<file path="src/rtl/mult_pkg.sv">
// Shared types and constants for the sequential Booth multiplier.
package mult_pkg;

  localparam int WIDTH_DEFAULT = 32;
  localparam int ITERATIONS    = WIDTH_DEFAULT / 2;

  typedef enum logic [1:0] {
    IDLE = 2'd0,
    RUN  = 2'd1,
    DONE = 2'd2
  } state_t;

  typedef enum logic [2:0] {
    ZERO = 3'd0,
    ADD1 = 3'd1,
    ADD2 = 3'd2,
    SUB1 = 3'd3,
    SUB2 = 3'd4
  } booth_op_t;

  // Radix-4 Booth recoding of the window {q[1], q[0], q[-1]}.
  function automatic booth_op_t booth_decode(input logic [2:0] bits);
    booth_op_t op;
    case (bits)
      3'b001, 3'b010: op = ADD1;
      3'b011:         op = ADD2;
      3'b100:         op = SUB2;
      3'b101, 3'b110: op = SUB1;
      default:        op = ZERO;
    endcase
    return op;
  endfunction

endpackage

</file>
<file path="src/rtl/booth_mult_seq_if.sv">
// Request/response bundle between issue logic and the multiplier.
interface booth_mult_seq_if #(
  parameter int WIDTH = 32
) ();

  logic             start;
  logic [WIDTH-1:0] operand_a;
  logic [WIDTH-1:0] operand_b;
  logic [WIDTH-1:0] result;
  logic             overflow;
  logic             ready;
  logic             busy;

  modport master (
    output start, operand_a, operand_b,
    input  result, overflow, ready, busy
  );

  modport slave (
    input  start, operand_a, operand_b,
    output result, overflow, ready, busy
  );

endinterface

</file>
<file path="src/rtl/booth_addsub.sv">
// WIDTH-bit add/subtract built from 8-bit lookahead blocks; subtraction
// adds the inverted operand with a carry-in of one. Result is modulo 2^WIDTH.
module booth_addsub #(
  parameter int WIDTH = 34
) (
  input  logic [WIDTH-1:0] a,
  input  logic [WIDTH-1:0] b,
  input  logic             sub,
  output logic [WIDTH-1:0] sum
);

  localparam int NB = (WIDTH + 7) / 8;
  localparam int PW = NB * 8;

  logic [PW-1:0] a_pad;
  logic [PW-1:0] b_pad;
  logic [PW-1:0] sum_pad;
  logic [NB:0]   carry;

  // Padding bits above WIDTH only affect discarded sum bits.
  assign a_pad    = PW'(a);
  assign b_pad    = PW'(sub ? ~b : b);
  assign carry[0] = sub;

  generate
    for (genvar gi = 0; gi < NB; gi++) begin : g_blk
      cla8 u_cla8 (
        .a    (a_pad[gi*8 +: 8]),
        .b    (b_pad[gi*8 +: 8]),
        .cin  (carry[gi]),
        .sum  (sum_pad[gi*8 +: 8]),
        .cout (carry[gi+1])
      );
    end
  endgenerate

  assign sum = sum_pad[WIDTH-1:0];

  logic unused_carry;
  assign unused_carry = carry[NB];

  generate
    if (PW > WIDTH) begin : g_pad_unused
      logic unused_pad;
      assign unused_pad = ^sum_pad[PW-1:WIDTH];
    end
  endgenerate

endmodule

</file>
<file path="src/rtl/cla8.sv">
// 8-bit carry-lookahead adder block; every carry is a flat
// generate/propagate sum of products rather than a ripple chain.
module cla8 (
  input  logic [7:0] a,
  input  logic [7:0] b,
  input  logic       cin,
  output logic [7:0] sum,
  output logic       cout
);

  logic [7:0] g;
  logic [7:0] p;
  logic [8:0] c;

  // Carry into bit i+1: OR over j<=i of g[j] & p[j+1..i], plus cin & p[0..i].
  function automatic logic lookahead(input logic [7:0] gv, input logic [7:0] pv,
                                     input logic ci, input int i);
    logic r;
    logic prop;
    r    = 1'b0;
    prop = 1'b1;
    for (int j = i; j >= 0; j--) begin
      r    = r | (gv[j] & prop);
      prop = prop & pv[j];
    end
    return r | (prop & ci);
  endfunction

  assign g    = a & b;
  assign p    = a ^ b;
  assign c[0] = cin;

  generate
    for (genvar gi = 0; gi < 8; gi++) begin : g_bit
      assign c[gi+1]  = lookahead(g, p, cin, gi);
      assign sum[gi]  = p[gi] ^ c[gi];
    end
  endgenerate

  assign cout = c[8];

endmodule

</file>
<file path="src/rtl/booth_mult_seq.sv">
// Sequential radix-4 Booth signed multiplier: one Booth digit per clock,
// low product word and signed-overflow flag returned on a ready pulse.
module booth_mult_seq
  import mult_pkg::*;
#(
  parameter int WIDTH = WIDTH_DEFAULT
) (
  input logic           clock,
  input logic           reset_n,
  booth_mult_seq_if.slave bus
);

  localparam int ITERS = WIDTH / 2;
  localparam int CW    = (ITERS > 1) ? $clog2(ITERS) : 1;
  localparam int AW    = WIDTH + 2;

  state_t            state_reg, state_next;
  logic [AW-1:0]     acc_reg, acc_next;
  logic [WIDTH-1:0]  q_reg, q_next;
  logic              q_m1_reg, q_m1_next;
  logic [AW-1:0]     mcand_reg, mcand_next;
  logic [CW-1:0]     count_reg, count_next;
  logic [WIDTH-1:0]  result_reg, result_next;
  logic              overflow_reg, overflow_next;
  logic              ready_reg, ready_next;
  logic              busy_reg, busy_next;

  booth_op_t         booth_op;
  logic [AW-1:0]     addend;
  logic              sub;
  logic [AW-1:0]     sum;
  logic [AW-1:0]     acc_shift;
  logic [WIDTH-1:0]  q_shift;
  logic              q_m1_shift;
  logic [WIDTH:0]    hi_bits;

  assign booth_op = booth_decode({q_reg[1:0], q_m1_reg});

  // Select the Booth addend (0, +-M, +-2M) for the current digit.
  always_comb begin
    addend = '0;
    sub    = 1'b0;
    case (booth_op)
      ADD1: addend = mcand_reg;
      ADD2: addend = {mcand_reg[AW-2:0], 1'b0};
      SUB1: begin
        addend = mcand_reg;
        sub    = 1'b1;
      end
      SUB2: begin
        addend = {mcand_reg[AW-2:0], 1'b0};
        sub    = 1'b1;
      end
      default: begin
        addend = '0;
        sub    = 1'b0;
      end
    endcase
  end

  booth_addsub #(.WIDTH(AW)) u_addsub (
    .a   (acc_reg),
    .b   (addend),
    .sub (sub),
    .sum (sum)
  );

  // Arithmetic shift of {sum, q, q_m1} right by two positions.
  assign acc_shift  = {{2{sum[AW-1]}}, sum[AW-1:2]};
  assign q_shift    = {sum[1:0], q_reg[WIDTH-1:2]};
  assign q_m1_shift = q_reg[1];

  // Product fits in WIDTH signed bits only if the upper word equals the low word's sign.
  assign hi_bits = {acc_shift[WIDTH-1:0], q_shift[WIDTH-1]};

  // Next-state, datapath update and registered-output values.
  always_comb begin
    state_next    = state_reg;
    acc_next      = acc_reg;
    q_next        = q_reg;
    q_m1_next     = q_m1_reg;
    mcand_next    = mcand_reg;
    count_next    = count_reg;
    result_next   = result_reg;
    overflow_next = overflow_reg;
    case (state_reg)
      IDLE: begin
        if (bus.start) begin
          state_next = RUN;
          acc_next   = '0;
          q_next     = bus.operand_b;
          q_m1_next  = 1'b0;
          mcand_next = {{2{bus.operand_a[WIDTH-1]}}, bus.operand_a};
          count_next = '0;
        end
      end
      RUN: begin
        acc_next   = acc_shift;
        q_next     = q_shift;
        q_m1_next  = q_m1_shift;
        count_next = count_reg + 1'b1;
        if (count_reg == CW'(ITERS - 1)) begin
          state_next    = DONE;
          result_next   = q_shift;
          overflow_next = ~((&hi_bits) | ~(|hi_bits));
        end
      end
      DONE: begin
        state_next = IDLE;
      end
      default: begin
        state_next = IDLE;
      end
    endcase
    ready_next = (state_next == DONE);
    busy_next  = (state_next != IDLE);
  end

  // State and datapath registers; reset abandons any in-flight operation.
  always_ff @(posedge clock) begin
    if (!reset_n) begin
      state_reg    <= IDLE;
      acc_reg      <= '0;
      q_reg        <= '0;
      q_m1_reg     <= 1'b0;
      mcand_reg    <= '0;
      count_reg    <= '0;
      result_reg   <= '0;
      overflow_reg <= 1'b0;
      ready_reg    <= 1'b0;
      busy_reg     <= 1'b0;
    end else begin
      state_reg    <= state_next;
      acc_reg      <= acc_next;
      q_reg        <= q_next;
      q_m1_reg     <= q_m1_next;
      mcand_reg    <= mcand_next;
      count_reg    <= count_next;
      result_reg   <= result_next;
      overflow_reg <= overflow_next;
      ready_reg    <= ready_next;
      busy_reg     <= busy_next;
    end
  end

  assign bus.result   = result_reg;
  assign bus.overflow = overflow_reg;
  assign bus.ready    = ready_reg;
  assign bus.busy     = busy_reg;

endmodule
</file>
<file path="src/flat_wrapper.sv">
// flat-port wrapper written by rule: the top's interface ports become plain ports
module booth_mult_seq_flat import mult_pkg::*;
#(
  parameter int WIDTH = WIDTH_DEFAULT
)
  (clock, reset_n, bus_start, bus_operand_a, bus_operand_b, bus_result, bus_overflow, bus_ready, bus_busy);
  booth_mult_seq_if #(.WIDTH(WIDTH)) bus_i ();
  input logic clock;
  input logic reset_n;
  input wire logic [$bits(bus_i.start)-1:0] bus_start;
  input wire logic [$bits(bus_i.operand_a)-1:0] bus_operand_a;
  input wire logic [$bits(bus_i.operand_b)-1:0] bus_operand_b;
  output wire logic [$bits(bus_i.result)-1:0] bus_result;
  output wire logic [$bits(bus_i.overflow)-1:0] bus_overflow;
  output wire logic [$bits(bus_i.ready)-1:0] bus_ready;
  output wire logic [$bits(bus_i.busy)-1:0] bus_busy;
  assign bus_i.start = bus_start;
  assign bus_i.operand_a = bus_operand_a;
  assign bus_i.operand_b = bus_operand_b;
  assign bus_result = bus_i.result;
  assign bus_overflow = bus_i.overflow;
  assign bus_ready = bus_i.ready;
  assign bus_busy = bus_i.busy;
  booth_mult_seq #(.WIDTH(WIDTH)) u_core (.clock(clock), .reset_n(reset_n), .bus(bus_i));
endmodule
</file>
<file path="config.mk">
export PLATFORM = sky130hd
export DESIGN_NAME = booth_mult_seq_flat
export DESIGN_NICKNAME = d
export VERILOG_FILES = /design/src/rtl/mult_pkg.sv /design/src/rtl/booth_mult_seq_if.sv /design/src/rtl/booth_addsub.sv /design/src/rtl/cla8.sv /design/src/rtl/booth_mult_seq.sv /design/src/flat_wrapper.sv
export SDC_FILE = /design/constraint.sdc
export NUM_CORES = 1
export LEC_CHECK = 0
export BUFFER_PORTS_ARGS = -buffer_cell sky130_fd_sc_hd__buf_4
export CAP_MARGIN = 40
export CORE_MARGIN = 5
export CORE_UTILIZATION = 60
export DETAILED_ROUTE_END_ITERATION = 10
export GPL_TIMING_DRIVEN = 1
export PLACE_DENSITY = 0.83
export SYNTH_ARGS = -nofsm -noshare
export SYNTH_HDL_FRONTEND = slang
export SYNTH_SLANG_ARGS = --single-unit
export TNS_END_PERCENT = 20
</file>
<file path="constraint.sdc">
create_clock -name clock -period 12.6 [get_ports clock]
set_clock_uncertainty 0.2 [all_clocks]
set_input_delay 1.89 -clock clock [delete_from_list [all_inputs] [get_ports clock]]
set_output_delay 1.89 -clock clock [all_outputs]
set_load 0.05 [all_outputs]
</file>
Word level (Yosys, flattened, before mapping). Index checks and enable logic that the tools add are counted.

Reduce and logical (&&, ||, !) cells: 13. Equal/unequal tests: 14. Add/sub/neg operators: 1. Muxes and demuxes: 15. Bitwise logic cells: 450.

Operator list (number): $and 1x1->1 (258); $or 1x1->1 (146); $pmux 34 s2 (2); $mux 34 (2); $pmux 32 s2 (1); $not 34->34 (1); $xor 1x1->1 (34); $reduce_and 33->1 (1); $reduce_or 33->1 (1); $and 8x8->8 (4); $mux 32 (1); $xor 8x8->8 (4); $eq 3x2->1 const B (4); $eq 3x3->1 const B (4); $pmux 3 s4 (1); $reduce_or 2->1 (5); $pmux 4 s2 (1); $eq 3x1->1 const B (2); $reduce_and 2->1 (3); $add 4x1->4 const B (1); $eq 4x4->1 const B (1); $mux 2 (2); $mux 4 (1); $pmux 2 s2 (1); other kinds (9) (12).

Register bits after elaboration: 140. Word-level logic and storage cells: 503.

Depth between registers and ports, before layout.
Depth in word-level cells: 31. Gate-level depth with buffers: 29. Mapped depth without buffers: 27.

Modules after synthesis. From an unflattened synthesis, not the netlist that was laid out.

Cells, all modules: 866. Area total of the unflattened synthesis: 7606.0 µm².

By module, submodules not included: booth_mult_seq (cells an instance 642, instances 1, sequential area each 2762.6 µm², area each 5672.9 µm²); cla8 (u_core.u_addsub.g_blk[0].u_cla8 ...) (cells an instance 37, instances 3, sequential area each 0.0 µm², area each 314.1 µm²); cla8 (u_core.u_addsub.g_blk[2].u_cla8 ...) (cells an instance 37, instances 2, sequential area each 0.0 µm², area each 309.0 µm²); booth_addsub (cells an instance 39, instances 1, sequential area each 0.0 µm², area each 372.9 µm²).

Least setup slack after synthesis. No wires, ideal clock.

Kind: register to register. Start point: register u_core.q_m1_reg. End point: register u_core.overflow_reg (netlist: u_core.bus.overflow). Arrival time: 5954 ps. Slack: 6313 ps. Path buffers: 2. Setup time: 133 ps. Stages on the path, launching flop included: 28. Required time: 12267 ps. Cell sequence: dfxtp_1 > inv_1 > ha_1 > or3_1 > a32oi_1 > buf_4 > buf_1 > xor2_1 > ha_1 > a21o_1 > a21oi_1 > o21ai_0 > a221oi_1 > a211oi_2 > a21o_1 > a21oi_1 > o21bai_1 > a21oi_1 > fa_1 > a2111oi_0 > nand4_1 > nor3_1 > o2111ai_1 > nor3_1 > nand3_1 > nor4_1 > and4_1 > a211oi_1.

Cells in the longest elaborated chain, start to end: 31. Elaborated cells between the ends (all ways): 470.

Ends and longest elaborated chain: start, declared (line booth_mult_seq.sv:20) `logic q_m1_reg, q_m1_next;`; start signal, assigned (line booth_mult_seq.sv:136) `q_m1_reg <= q_m1_next;`; $eq 3x3->1, or another cell as far along (line mult_pkg.sv:24) `case (bits)`; $reduce_or 2->1 (line mult_pkg.sv:24); $pmux 3 s4 (*) (line mult_pkg.sv:24); $eq 3x2->1, or another cell as far along (line booth_mult_seq.sv:43) `case (booth_op)`; $reduce_or 2->1 (no source line); $pmux 34 s2 (line booth_mult_seq.sv:43); $not 34->34 (line booth_addsub.sv:22) `assign b_pad = PW'(sub ? ~b : b);`; $mux 34 (line booth_addsub.sv:22); (+15 left out); $or 1x1->1 (line cla8.sv:26) `return r | (prop & ci);`; $and 1x1->1 (line cla8.sv:26); $or 1x1->1 (line cla8.sv:26); $xor 1x1->1 (line cla8.sv:36) `assign sum[gi] = p[gi] ^ c[gi];`; $reduce_or 33->1 (line booth_mult_seq.sv:105) `overflow_next = ~((&hi_bits) | ~(|hi_bits));`; $not 1->1 (line booth_mult_seq.sv:105); $or 1x1->1 (*) (line booth_mult_seq.sv:105); $not 1->1 (*) (line booth_mult_seq.sv:105); end signal, assigned (line booth_mult_seq.sv:140) `overflow_reg <= overflow_next;`; end, declared (line booth_mult_seq.sv:24) `logic overflow_reg, overflow_next;`.

Mark *: on every way between the ends. The rest lies on a longest branch, timed or not. A chain may end at the register's enable or synchronous reset.

Worst setup path after layout. Same ends and word-level chain as after synthesis.

==> impl_metrics.csv <==
group,metric,value,unit
sta,slew_headroom,37.61,%
clocking,cts.reportedPaths.clkPinSlew,60,ps
worst_setup_path,cp_data_arrival_time,7100,ps
power,p_leak,3.652,nW
detailed_routing,dr.first_iter.drc_count,596,
synthesis,synth_most_common_cell,"nand2_1",
worst_hold_path,whs_endpoint,"u_core.bus.result[23]",
layout,nNetsFinal,1069,
worst_hold_path,holdPathStages,2,
floorplanning,rows,40,
layout,finalNonFillerCells,1142,
detailed_routing,vias_per_cell,5.870,
synthesis,yosysTopAreaCell,"dfxtp_1",
placement,place.gp.congestion,0.9202,
clocking,htreeDepth,4,
clocking,cts_buffers,17,
placement,dp_cells,1110,
worst_setup_path,crit_path_start_kind,"flop",
detailed_routing,vias,6703,
detailed_routing,wirelength,19110,microns
layout,drive_above_1_share,16.22,%
detailed_routing,ant_nets,0,
synthesis,ys_seq_area_share,37.23,%
layout,postLayoutCoreUtil,74.77,%
sta,setup_slack,5588,ps
sta,hold_viol_final,0,
worst_setup_path,endpoint_kind,"flop",
synthesis,syn_inst,888,
sta,finalCritPeriodShare,55.65,%
grt,grt-ovfl-total,0,
synthesis,synth_nets,996,
detailed_routing,drc,0,
synthesis,synth-seq-cells,138,
floorplanning,initial_core_util,61.51,%
flow_run,maxCapViolCount,0,
synthesis,synth_commonest_cells,"nand2_1, dfxtp_1, a21boi_0",
grt,grt_pass1_vias,6354,
synthesis,synthArstFlopShare,0,%
worst_hold_path,worstHoldStart,"u_core.bus.result[23]",
layout,syn_to_final_growth,21.55,%
synthesis,synth-edff-count,0,
floorplanning,die_area,0.01469,sq mm
sta,min_period,7012,ps
sta,setup_violations,0,
worst_setup_path,worstRegToRegCells,26,
worst_setup_path,r2r_slack,5590,ps
clocking,cts_setup_buffers,0,
synthesis,synthFlopType,"dfxtp_1",
placement,place_ws,5769,ps
synthesis,yosysWarnings,0,
grt,antenna_found_initial,0,
floorplanning,die_y,121.2,microns
floorplanning,die_w,121.2,microns
detailed_routing,firstDrtPassIters,5,
clocking,ctsRootBufferMaster,"clkbuf_16",
sta,hold_slack,262.5,ps
worst_setup_path,required,12690,ps
sta,fin_tns_setup,0,ps
worst_setup_path,path_class,"flop to flop",
synthesis,ys_types,59,
clocking,ctsHoldBuffers,0,
worst_setup_path,r2r_end,"u_core.bus.overflow",
synthesis,syn_area,0.007420,sq mm
sta,max_freq,0.1426,GHz
outcome,status,"completed",
sta,rsz0062_at_grt,"no",
power,peakVddDrop,0.1012,mV
clocking,post_cts_resized,0,
floorplanning,core,0.01206,sq mm
worst_hold_path,hold_path_class,"flop to flop",
power,power.density_cell_area,137.5,mW/mm^2
detailed_routing,detail_route.wl_per_cell,16.74,microns
synthesis,synth_top_area_share,37.23,%
worst_setup_path,rr_startpoint,"u_core.q_m1_reg",
grt,track_usage,26.47,%
floorplanning,ios,102,
placement,hpwl,12830,microns
synthesis,syn_avg_cell_area,8.355,sq um
worst_setup_path,cp_max_fo,37,
clocking,cts.sinks,138,
sta,final_max_slew_viol_count,0,
placement,port_buffers,101,
clocking,cts_tree,"built",
layout,fillCellCount,881,
clocking,insertion_delay,420,ps
grt,grt_pass1_wl,31450,microns
synthesis,synthTopCellsByArea,"dfxtp_1, nand2_1, a21boi_0, ha_1, a22oi_1",
sta,tightest_slew,935.9,ps
layout,diodes,0,
grt,grt_max_degree,84,
clocking,cts_buffer_depth,2,
==> per-stage QoR <==
step / power [mW] / area, sq um
floorplan: 0.6317 / 7420
global placement: 0.6912 / 8242
detailed placement: 0.6993 / 8382
CTS: 1.237 / 9019
global route: 1.288 / 9019
finish: 1.240 / 9019
==> logic make-up after synthesis <==
group                      share of synthesized area (%)
AOI/OAI and AO/OA                                  27.10
and+or+nand+nor                                    17.00
DFF                                                37.23
buffers and inverters                              4.148
xor gates and xnor gates                           7.201
adders and majority gates                          7.319
==> cell usage in the layout (no fill, tap or decap), types with 3 or more instances in the layout <==
cell type,n
nand4_1,8
nor2b_1,26
a22oi_1,54
a21o_1,14
buf_16,4
a41oi_1,3
dfxtp_1,138
a31oi_1,3
a211oi_1,3
nand2_1,156
nor2_1,11
clkbuf_16,17
buf_4,108
xor2_1,45
o21ai_0,54
inv_1,18
fa_1,4
a21boi_0,64
a21oi_1,52
or2_2,3
and4_1,5
xnor2_1,16
ha_1,37
bufinv_16,4
clkbuf_1,3
nor3_1,6
nand3_1,13
o22ai_1,30
nor4_1,5
o211a_1,3
and2_1,16
and3_1,4
nor2_2,3
clkbuf_8,3
==> critical path, stage by stage, from the launching register on <==
cell and delay, ps:
dfxtp_1 390, inv_1 90, ha_1 220, or3_1 400, a32oi_4 230, buf_4 510, xor2_1 150, ha_1 380
a21o_1 220, a21oi_1 280, o21ai_0 160, a221oi_1 550, a211oi_2 170, a21o_1 210, a21oi_1 220, o21bai_1 120
a21oi_1 200, fa_1 480, a2111oi_0 410, nand4_1 140, nor3_1 170, o2111ai_1 140, nor3_1 180, nand3_1 110
nor4_1 250, and4_1 220, a211oi_1 70
==> per-layer routing <==
layer	up-vias	wire [microns]	part of all wire [%]	GRT usage, %
met5	-	0	0	0
li1	3302	-	-	-
met3	41	1401	7.3	7.366
met1	3130	8795	46	37.47
met2	230	8515	45	39.11
met4	0	399	2.1	8.403
==> how the worst max path moves through the flow <==
| stage | from | to | slack, ps | depth (start not counted) |
|---|---|---|---|---|
| 2_1_floorplan | u_core.q_m1_reg | u_core.bus.overflow | 6310 | 27 |
| 3_3_place_gp | u_core.q_m1_reg | u_core.bus.overflow | 6030 | 26 |
| 3_5_place_dp | u_core.q_m1_reg | u_core.bus.overflow | 5770 | 26 |
| 4_1_cts | u_core.q_m1_reg | u_core.bus.overflow | 5700 | 26 |
| 5_1_grt | u_core.q_m1_reg | u_core.bus.overflow | 5070 | 26 |
| 6_report | u_core.q_m1_reg | u_core.bus.overflow | 5590 | 26 |
==> area by class of cell <==
class | count | area [sq um] | area share [%]
clock buffer | 23 | 478.0 | 5.300
clock inverter | 9 | 158.9 | 1.762
inverter | 19 | 71.32 | 0.7908
multi-input combinational | 671 | 4387 | 48.64
sequential | 138 | 2763 | 30.63
tap | 168 | 210.2 | 2.331
timing repair buffer | 114 | 950.9 | 10.54
==> report_power, final <==
part	total [mW]	internal, mW	switching, mW
sequential	0.477	0.459	0.0182
combinational	0.221	0.0890	0.132
clock	0.542	0.349	0.193
total	1.24	0.897	0.344
(Power assumes the default switching activity.)
